==> config.mk <==
export PLATFORM = sky130hd
export DESIGN_NAME = lcd_frame_streamer_flat
export DESIGN_NICKNAME = d
export VERILOG_FILES = /design/src/rtl/lcd_frame_streamer_if.sv /design/src/rtl/lcd_frame_streamer.sv /design/src/flat_wrapper.sv
export SDC_FILE = /design/constraint.sdc
export NUM_CORES = 1
export LEC_CHECK = 0
export CORE_MARGIN = 10
export CORE_UTILIZATION = 50
export CTS_CLUSTER_DIAMETER = 40
export DETAILED_ROUTE_END_ITERATION = 16
export DONT_BUFFER_PORTS = 1
export GPL_ROUTABILITY_DRIVEN = 0
export MAX_ROUTING_LAYER = met4
export PLACE_DENSITY = 0.74
export RECOVER_POWER = 50
export SYNTH_ARGS = -nofsm -noshare
export SYNTH_HDL_FRONTEND = slang
export SYNTH_SLANG_ARGS = --single-unit
==> constraint.sdc <==
create_clock -name clk -period 4 [get_ports clk]
set_input_delay 0.6 -clock clk [delete_from_list [all_inputs] [get_ports clk]]
set_output_delay 0.6 -clock clk [all_outputs]
set_load 0.01 [all_outputs]
==> src/rtl/lcd_frame_streamer_if.sv <==
// rtl/lcd_frame_streamer_if.sv - byte stream between the LCD frame streamer and the I2C byte master
interface lcd_frame_streamer_if;
  logic       tx_valid;
  logic [7:0] tx_data;
  logic       tx_ready;

  modport master (output tx_valid, output tx_data, input tx_ready);
  modport slave  (input tx_valid, input tx_data, output tx_ready);
endinterface

==> src/rtl/lcd_frame_streamer.sv <==
// rtl/lcd_frame_streamer.sv - ROWS x COLS character buffer streamed as HD44780 4-bit PCF8574 payload bytes
// Optional build macro LCD_DIRTY_ROWS_EN: only rows written since their last transmission are sent.
module lcd_frame_streamer #(
  parameter int COLS = 16,
  parameter int ROWS = 2,
  parameter bit BL   = 1'b1,
  localparam int DEPTH = ROWS * COLS,
  localparam int AW    = (DEPTH > 1) ? $clog2(DEPTH) : 1,
  localparam int RW    = (ROWS > 1) ? $clog2(ROWS) : 1,
  localparam int CW    = (COLS > 1) ? $clog2(COLS) : 1
) (
  input  logic          clk,
  input  logic          rst,
  input  logic          wr_en,
  input  logic [AW-1:0] wr_addr,
  input  logic [7:0]    wr_data,
  input  logic          start,
  output logic          busy,
  output logic          done,
  lcd_frame_streamer_if.master tx
);

  localparam logic [2:0] S_IDLE     = 3'd0;
  localparam logic [2:0] S_CMD      = 3'd1;
  localparam logic [2:0] S_CHAR     = 3'd2;
  localparam logic [2:0] S_NEXT_ROW = 3'd3;
  localparam logic [2:0] S_DONE     = 3'd4;

  logic [2:0]    state_q;
  logic [RW-1:0] row_q;
  logic [CW-1:0] col_q;
  logic [1:0]    phase_q;
  logic [7:0]    lcd_q;
  logic [7:0]    tx_data_q;
  logic          tx_valid_q;
  logic          busy_q;
  logic          done_q;
  logic [7:0]    mem_q [DEPTH];

  logic          wr_ok;
  logic          xfer;
  logic          is_char;
  logic          last_col;
  logic          last_row;
  logic [AW-1:0] char_idx;
  logic [7:0]    cmd_byte;
  logic [ROWS-1:0] row_mask;
  int            seek_from;
  logic          seek_hit;
  logic [RW-1:0] seek_row;

  function automatic logic [7:0] payload(input logic [7:0] b, input logic [1:0] ph, input logic rs);
    logic [3:0] nib;
    nib = ph[1] ? b[3:0] : b[7:4];
    return {nib, BL, ~ph[0], 1'b0, rs};
  endfunction

  function automatic logic [7:0] row_base(input int r);
    case (r)
      0:       return 8'h00;
      1:       return 8'h40;
      2:       return 8'h14;
      default: return 8'h54;
    endcase
  endfunction

  assign wr_ok    = wr_en && (int'(wr_addr) < DEPTH);
  assign xfer     = tx_valid_q && tx.tx_ready;
  assign is_char  = (state_q == S_CHAR);
  assign last_col = (int'(col_q) == COLS - 1);
  assign last_row = (int'(row_q) == ROWS - 1);
  assign cmd_byte = 8'h80 | row_base(int'(seek_row));

  // Index of the character loaded when the current LCD byte finishes.
  always_comb begin
    int idx;
    idx      = int'(row_q) * COLS + (is_char ? int'(col_q) + 1 : 0);
    char_idx = AW'(idx);
  end

`ifdef LCD_DIRTY_ROWS_EN
  logic [ROWS-1:0] dirty_q;
  logic [RW-1:0]   wr_row;
  assign wr_row   = RW'(int'(wr_addr) / COLS);
  assign row_mask = dirty_q;
`else
  assign row_mask = '1;
`endif

  // Lowest eligible row at or after seek_from; without dirty tracking every row is eligible.
  always_comb begin
    seek_from = (state_q == S_IDLE) ? 0 : int'(row_q) + 1;
    seek_hit  = 1'b0;
    seek_row  = '0;
    for (int i = ROWS - 1; i >= 0; i--) begin
      if (i >= seek_from && row_mask[i]) begin
        seek_hit = 1'b1;
        seek_row = RW'(i);
      end
    end
  end

  always_ff @(posedge clk or negedge rst) begin
    if (!rst) begin
      state_q    <= S_IDLE;
      row_q      <= '0;
      col_q      <= '0;
      phase_q    <= '0;
      lcd_q      <= '0;
      tx_data_q  <= '0;
      tx_valid_q <= 1'b0;
      busy_q     <= 1'b0;
      done_q     <= 1'b0;
      for (int i = 0; i < DEPTH; i++) mem_q[i] <= 8'h20;
`ifdef LCD_DIRTY_ROWS_EN
      dirty_q    <= '1;
`endif
    end else begin
      done_q <= 1'b0;
      case (state_q)
        S_IDLE, S_NEXT_ROW: begin
          if (state_q == S_NEXT_ROW || start) begin
            if (seek_hit) begin
              state_q    <= S_CMD;
              row_q      <= seek_row;
              phase_q    <= 2'd0;
              lcd_q      <= cmd_byte;
              tx_data_q  <= payload(cmd_byte, 2'd0, 1'b0);
              tx_valid_q <= 1'b1;
              busy_q     <= 1'b1;
`ifdef LCD_DIRTY_ROWS_EN
              dirty_q[seek_row] <= 1'b0;
`endif
            end else if (state_q == S_IDLE) begin
              // Nothing to send: spend one busy cycle, then finish with zero bytes.
              state_q <= S_NEXT_ROW;
              row_q   <= RW'(ROWS - 1);
              busy_q  <= 1'b1;
            end else begin
              state_q <= S_DONE;
              busy_q  <= 1'b0;
              done_q  <= 1'b1;
            end
          end
        end
        S_CMD, S_CHAR: begin
          if (xfer) begin
            if (phase_q != 2'd3) begin
              phase_q   <= phase_q + 2'd1;
              tx_data_q <= payload(lcd_q, phase_q + 2'd1, is_char);
            end else if (!is_char || !last_col) begin
              state_q   <= S_CHAR;
              col_q     <= is_char ? col_q + CW'(1) : '0;
              phase_q   <= 2'd0;
              lcd_q     <= mem_q[char_idx];
              tx_data_q <= payload(mem_q[char_idx], 2'd0, 1'b1);
            end else if (last_row) begin
              state_q    <= S_DONE;
              tx_valid_q <= 1'b0;
              busy_q     <= 1'b0;
              done_q     <= 1'b1;
            end else begin
              state_q    <= S_NEXT_ROW;
              tx_valid_q <= 1'b0;
            end
          end
        end
        S_DONE:  state_q <= S_IDLE;
        default: state_q <= S_IDLE;
      endcase

      if (wr_ok) mem_q[wr_addr] <= wr_data;
`ifdef LCD_DIRTY_ROWS_EN
      // Placed after the case so a write re-arms a row cleared on this same edge.
      if (wr_ok) dirty_q[wr_row] <= 1'b1;
`endif
    end
  end

  assign busy        = busy_q;
  assign done        = done_q;
  assign tx.tx_valid = tx_valid_q;
  assign tx.tx_data  = tx_data_q;

endmodule

==> src/flat_wrapper.sv <==
// flat-port wrapper written by rule: the top's interface ports become plain ports
module lcd_frame_streamer_flat 
#(
  parameter int COLS = 16,
  parameter int ROWS = 2,
  parameter bit BL   = 1'b1,
  localparam int DEPTH = ROWS * COLS,
  localparam int AW    = (DEPTH > 1) ? $clog2(DEPTH) : 1,
  localparam int RW    = (ROWS > 1) ? $clog2(ROWS) : 1,
  localparam int CW    = (COLS > 1) ? $clog2(COLS) : 1
)
  (clk, rst, wr_en, wr_addr, wr_data, start, busy, done, tx_tx_valid, tx_tx_data, tx_tx_ready);
  lcd_frame_streamer_if tx_i ();
  input  logic clk;
  input  logic rst;
  input  logic wr_en;
  input  logic [AW-1:0] wr_addr;
  input  logic [7:0] wr_data;
  input  logic start;
  output logic busy;
  output logic done;
  output wire logic [$bits(tx_i.tx_valid)-1:0] tx_tx_valid;
  output wire logic [$bits(tx_i.tx_data)-1:0] tx_tx_data;
  input wire logic [$bits(tx_i.tx_ready)-1:0] tx_tx_ready;
  assign tx_tx_valid = tx_i.tx_valid;
  assign tx_tx_data = tx_i.tx_data;
  assign tx_i.tx_ready = tx_tx_ready;
  lcd_frame_streamer #(.COLS(COLS), .ROWS(ROWS), .BL(BL)) u_core (.clk(clk), .rst(rst), .wr_en(wr_en), .wr_addr(wr_addr), .wr_data(wr_data), .start(start), .busy(busy), .done(done), .tx(tx_i));
endmodule
== After elaboration in Yosys (flattened, before gate mapping) ==
Cells that the tools add are included.
Widths: inputs -> output; s select.

* Bits of input ports: 18
* Register bits after elaboration: 285
* Output and inout port bits: 11
* Logic and storage cells: 151

* $lt $le $gt $ge: 5
* Mux-type cells: 64
* Bitwise logic cells: 5
* Reduce and logical (&&, ||, !) cells: 18
* Add/subtract/negate cells: 5
* Equal/unequal tests: 13

{| class="wikitable"
|+ Operators with widths
! kind !! number
|-
| $bwmux 256 || 1
|-
| $mux 8 || 13
|-
| $bmux 8 s5 || 1
|-
| $demux 8 s5 || 1
|-
| $ge 1x32->1 const A || 1
|-
| $ge 2x32->1 const A || 1
|-
| $mux 32 || 1
|-
| $pmux 8 s2 || 2
|-
| $mux 1 || 24
|-
| $mux 3 || 7
|-
| $reduce_and 6->1 || 3
|-
| $pmux 7 s2 || 1
|-
| $ge 6x6->1 const B || 2
|-
| $not 5->6 || 2
|-
| $mux 2 || 5
|-
| $ne 2x1->1 const B || 5
|-
| $mux 4 || 2
|-
| $eq 3x2->1 const B || 2
|-
| $lt 6x1->1 const B || 1
|-
| $ne 2x2->1 const B || 3
|-
| $pmux 1 s2 || 3
|-
| $pmux 3 s2 || 1
|-
| $reduce_and 3->1 || 2
|-
| $add 4x1->5 const B || 1
|-
| other kinds (18) || 25
|}

== Depth between registers and ports, before layout ==
* Depth in word-level cells: 11
* Mapped depth: 12
* Mapped depth without buffers: 10

== Worst setup path before layout ==
Ideal clock, no wire load.

* Path kind: register to register
* Start point: register u_core.state_q[0]
* End point: register u_core.lcd_q[3]
* Data arrival time: 2.695 ns
* Required time: 3.897 ns
* Buffers on the path: 3
* Setup slack: 1.201 ns
* Setup time: 0.103 ns
* Period minus slack after synthesis: 2.799 ns
* Stages on the path, launching flop included: 12
* Cells stage by stage: dfrtp_1 buf_6 or3b_1 buf_2 or2_2 inv_1 ha_1 clkbuf_1 nand3_1 nor3_1 or4_4 o41ai_2

* Longest elaborated chain between the ends: 11
* Elaborated cells on any way between the ends: 31
* Classes of those cells: add/sub (1); order compare (2); eq/ne (8); mux (11); bitwise (1); reduce/logical (8)

{| class="wikitable"
|+ Ends and longest elaborated chain
! what !! RTL line !! RTL
|-
| start, declared || lcd_frame_streamer.sv:29 || <nowiki>logic [2:0] state_q;</nowiki>
|-
| start signal, assigned || lcd_frame_streamer.sv:105 || <nowiki>state_q <= S_IDLE;</nowiki>
|-
| start signal, assigned || lcd_frame_streamer.sv:124 || <nowiki>state_q <= S_CMD;</nowiki>
|-
| start signal, assigned || lcd_frame_streamer.sv:136 || <nowiki>state_q <= S_NEXT_ROW;</nowiki>
|-
| $eq 3x2->1 || lcd_frame_streamer.sv:69, lcd_frame_streamer.sv:120 ||
|-
| $mux 5 || lcd_frame_streamer.sv:77 || <nowiki>idx = int'(row_q) * COLS + (is_char ? int'(col_q) + 1 : 0);</nowiki>
|-
| $add 5x5->5 || lcd_frame_streamer.sv:77 ||
|-
| $not 5->6 (implied by the code) || lcd_frame_streamer.sv:155 || <nowiki>lcd_q <= mem_q[char_idx];</nowiki>
|-
| $bmux 8 s5 || lcd_frame_streamer.sv:155 ||
|-
| $mux 8 (implied by the code) (2 in a row) || lcd_frame_streamer.sv:155 ||
|-
| $mux 8 || lcd_frame_streamer.sv:151 || <nowiki>end else if (!is_char || !last_col) begin</nowiki>
|-
| $mux 8 || lcd_frame_streamer.sv:148 || <nowiki>if (phase_q != 2'd3) begin</nowiki>
|-
| $mux 8 || lcd_frame_streamer.sv:147 || <nowiki>if (xfer) begin</nowiki>
|-
| $pmux 8 s2 || lcd_frame_streamer.sv:120 || <nowiki>case (state_q)</nowiki>
|-
| end signal, assigned || lcd_frame_streamer.sv:127 || <nowiki>lcd_q <= cmd_byte;</nowiki>
|-
| end signal, assigned || lcd_frame_streamer.sv:155 ||
|-
| end, declared || lcd_frame_streamer.sv:33 || <nowiki>logic [7:0] lcd_q;</nowiki>
|}

Parallel ways exist; a longest one is shown, timed or not. The select of a mux whose other input is x is not followed.
A chain may end at the register's enable or synchronous reset.

== Worst setup path after layout ==
* Start point: register u_core.state_q[0]
* End point: register u_core.lcd_q[1]

Same word-level chain as after synthesis.

==> results_dict.tcl <==
set metrics [dict create \
    reg2reg_depth 8 \
    hold_viol 252 \
    row_count 60 \
    finalSetupTns_ns 0 \
    portBuffers 0 \
    cts_resized 0 \
    use_met2 0.3408 \
    min_period_ns 3.385 \
    clock_tree.buffer_depth 3 \
    finalInstanceArea_sq_um 15210 \
    reg2reg_to "u_core.lcd_q[1]" \
    crit_chain "or3b_1 > or2_2 > inv_1 > ha_1 > nor2_1 > o21ai_0 > nor4_1 > o41ai_1" \
    crit_type "reg -> reg" \
    synth_edf_count 0 \
    io_pins 29 \
    grt_util_met1 0.2879 \
    die_w_um 185.4 \
    worstPathArrival_ns 3.76 \
    cts_buffers 36 \
    yosys.area_share.simple 0.09618 \
    grt_pass1_vias 9770 \
    yosysWarnings 0 \
    slowest_delay_ns 0.64 \
    busiest_layer "met2" \
    pwr-share-clk 0.384 \
    cp_max_fo 19 \
    ys_types 70 \
    vias 9723 \
    place_area_sq_um 13970 \
    setup_viol 0 \
    yosys.cell_count.top_type "mux2_2" \
    cts.clk_slew.worst_paths_ns 0.06 \
    crit_path_end_kind "flop" \
    synth-seq-area-share 0.5227 \
    drc_errors 0 \
    postSynthAreaPerCell_sq_um 11.76 \
    synthesis.nets 1186 \
    synthCells 1163 \
    cp-start-kind "flop" \
    grt_usage 0.2232 \
    synthAdderAreaFrac 0.004576 \
    final_cells 1515 \
    core_area_sq_um 26950 \
    period_share 0.8462 \
    yosys-top-cells-count "mux2_2 (254), dfrtp_1 (252), nand2_1 (119), clkbuf_1 (54), a21oi_1 (48)" \
    synth_top_cell_area_share 0.4612 \
    crit_slowest_cell "nor4_1" \
    grt_max_degree 285 \
    synth_compound_area_frac 0.09005 \
    die_height_um 185.4 \
    hold_path_class "in -> async" \
    max_freq_ghz 0.2955 \
    hold-worst-slack_ns -0.2166 \
    p_leak_nw 6.563 \
    power_density_nw_per_um2 569.8 \
    slew_headroom 0.1615 \
    place_inst 1448 \
    fillCellCount 2163 \
    pwr-share-comb 0.167 \
    antenna_found_initial 0 \
    synth.area.mux_share 0.2504 \
    cts_num_sinks 284 \
    yosysTopAreaCell "dfrtp_1" \
    grt-ovfl-total 0 \
    swShare 0.2746 \
    intPower_mw 6.286 \
    grt_pass1_wl_um 57860 \
    rsz0062_at_grt "no" \
    status "complete, but fails checks" \
    synthTopCellsByArea "dfrtp_1 (46%), mux2_2 (21%), dfstp_2 (6.1%), mux2i_1 (3.3%), nand2_1 (3.3%)" \
    p_seq_frac 0.448 \
    postSynthRegisterBits 284 \
    ir_worst_vdd_v 0.0003183 \
    synthFlopType "dfrtp_1" \
    cap_violations 0 \
    first_pass_iters 5 \
    startpoint "u_core.state_q[0]" \
    failed_checks "negative hold slack" \
    synthArstFlopShare 1.000 \
    synthXorXnorAreaFrac 0.003661 \
    syn2layout_area_growth_pct 11.24 \
    p_sw_mw 2.380 \
    timing.rr.start "u_core.state_q[0]" \
    post_cts_buffers 0 \
    routed_wl_um 36950 \
    ant_nets 0 \
    skew_ns 0.01174 \
    tightestPinTransition_ns 1.253 \
    synthesis.area_sq_um 13670 \
    cts_max_level 2 \
    avgViaCountPerCell 6.418 \
    drt_first_iter_violations 1015 \
    routedWlPerCell_um 24.39 \
    slew_violations 0 \
    initial_utilization 0.5073 \
    r2r_slack_ns 0.62 \
    crit_path_end "u_core.lcd_q[1]" \
    nNetsFinal 1168 \
    clk_latency_ns 0.52 \
    synth_top_family_by_area "multiplexers" \
    cts-root-buf "clkbuf_16" \
    cp.required_ns 4.37 \
    dpl.hpwl_um 23550 \
    drive_gt1_frac 0.3376 \
    cts_tree "yes" \
    met3_usage 0.04839 \
    die_area_sq_um 34360 \
]
==> worst min path at each step <==
stage,cells past startpoint,startpoint,slack [ns],to
2_1_floorplan,0,rst,0.30,u_core.busy
3_3_place_gp,0,rst,0.33,u_core.mem_q[199]
3_5_place_dp,0,rst,0.32,u_core.mem_q[242]
4_1_cts,0,rst,-0.21,u_core.col_q[1]
5_1_grt,0,rst,-0.23,u_core.mem_q[240]
6_report,0,rst,-0.22,u_core.mem_q[242]
==> stage by stage <==
stage | total power [mW] | utilization | setup slack (ns)
2_1_floorplan | 4.940 | - | 1.202
3_3_place_gp | 5.272 | 0.5182 | 0.6984
3_5_place_dp | 5.342 | 0.5182 | 0.6630
4_1_cts | 8.682 | 0.5642 | 0.6499
5_1_grt | 9.027 | 0.5642 | 0.4788
6_report | 8.666 | 0.5643 | 0.6154
==> critical path, delay by kind of cell (launching register included) <==
kind                     cells  cell delay (ns)
adder cells (fa/ha/maj)      1             0.43
buffers and inverters        1             0.12
AO/OA/AOI/OAI                2             0.29
flip-flops                   1             0.59
AND/OR/NAND/NOR              4             1.79
==> kinds of logic after synthesis <==
| family | after synthesis |
|---|---|
| fa+ha+maj | 5 |
| other cells | 1 |
| buf+inv | 102 |
| xor+xnor | 4 |
| mux | 304 |
| simple gates | 272 |
| flops | 284 |
| compound gates | 191 |
==> layout make-up <==
type	count	area (sq um)	area share
sequential	284	7148	0.4700
multi-input combinational	777	6110	0.4017
clock buffer	45	985.9	0.06483
tap	341	426.7	0.02805
clock inverter	21	252.7	0.01662
timing repair buffer	26	207.7	0.01366
inverter	20	75.07	0.004936
antenna	1	2.502	0.0001645
==> power by group through the flow <==
| stage | sequential, mW | clock, mW | combinational (mW) |
|---|---|---|---|
| floorplan | 3.78 | 0 | 1.16 |
| global placement | 3.89 | 0 | 1.38 |
| detailed placement | 3.92 | 0 | 1.42 |
| CTS | 3.88 | 3.37 | 1.43 |
| global route | 3.95 | 3.50 | 1.58 |
| finish | 3.88 | 3.33 | 1.45 |
==> metal layers <==
layer	vias to the layer above	share of wire
met5	-	0
met4	0	0.036
met3	106	0.089
met2	441	0.46
met1	5014	0.41
li1	4162	-
==> cell usage in the layout, fill, tap and decap left out, drive strengths merged, types with 4 or more instances in the layout <==
master  Yosys  routed
nor3b       7       7
or2         4       4
o22ai      11      11
a21oi      48      48
and3        6       6
nand2     119     119
a211oi     20      20
a22oi       4       4
nor2b      10      10
nand4       5       5
nor2       45      45
and2        7       7
mux4        5       5
o211ai      4       4
nor3       19      19
clkinv      0       7
nand3      18      18
nor4        7       7
bufinv      0       4
nand2b      6       6
o41ai       5       5
mux2i      45      45
mux2      254     254
inv        20      27
o221ai      6       6
nand3b      6       6
o21ai      47      47
clkbuf     54      45
o311ai      4       4
a31oi      11      11
dfstp      32      32
dfrtp     252     252
ha          5       5
buf        28      26
a311oi      6       6
==> state kept, by name (all words and copies together), names as in the netlist <==
register,count
u_core.busy,1
u_core.col_q,4
u_core.done,1
u_core.last_row,1
u_core.lcd_q,8
u_core.mem_q,256
u_core.phase_q,2
u_core.state_q,3
u_core.tx.tx_data,7
u_core.tx.tx_valid,1
Power figures use the tool's default switching activity.
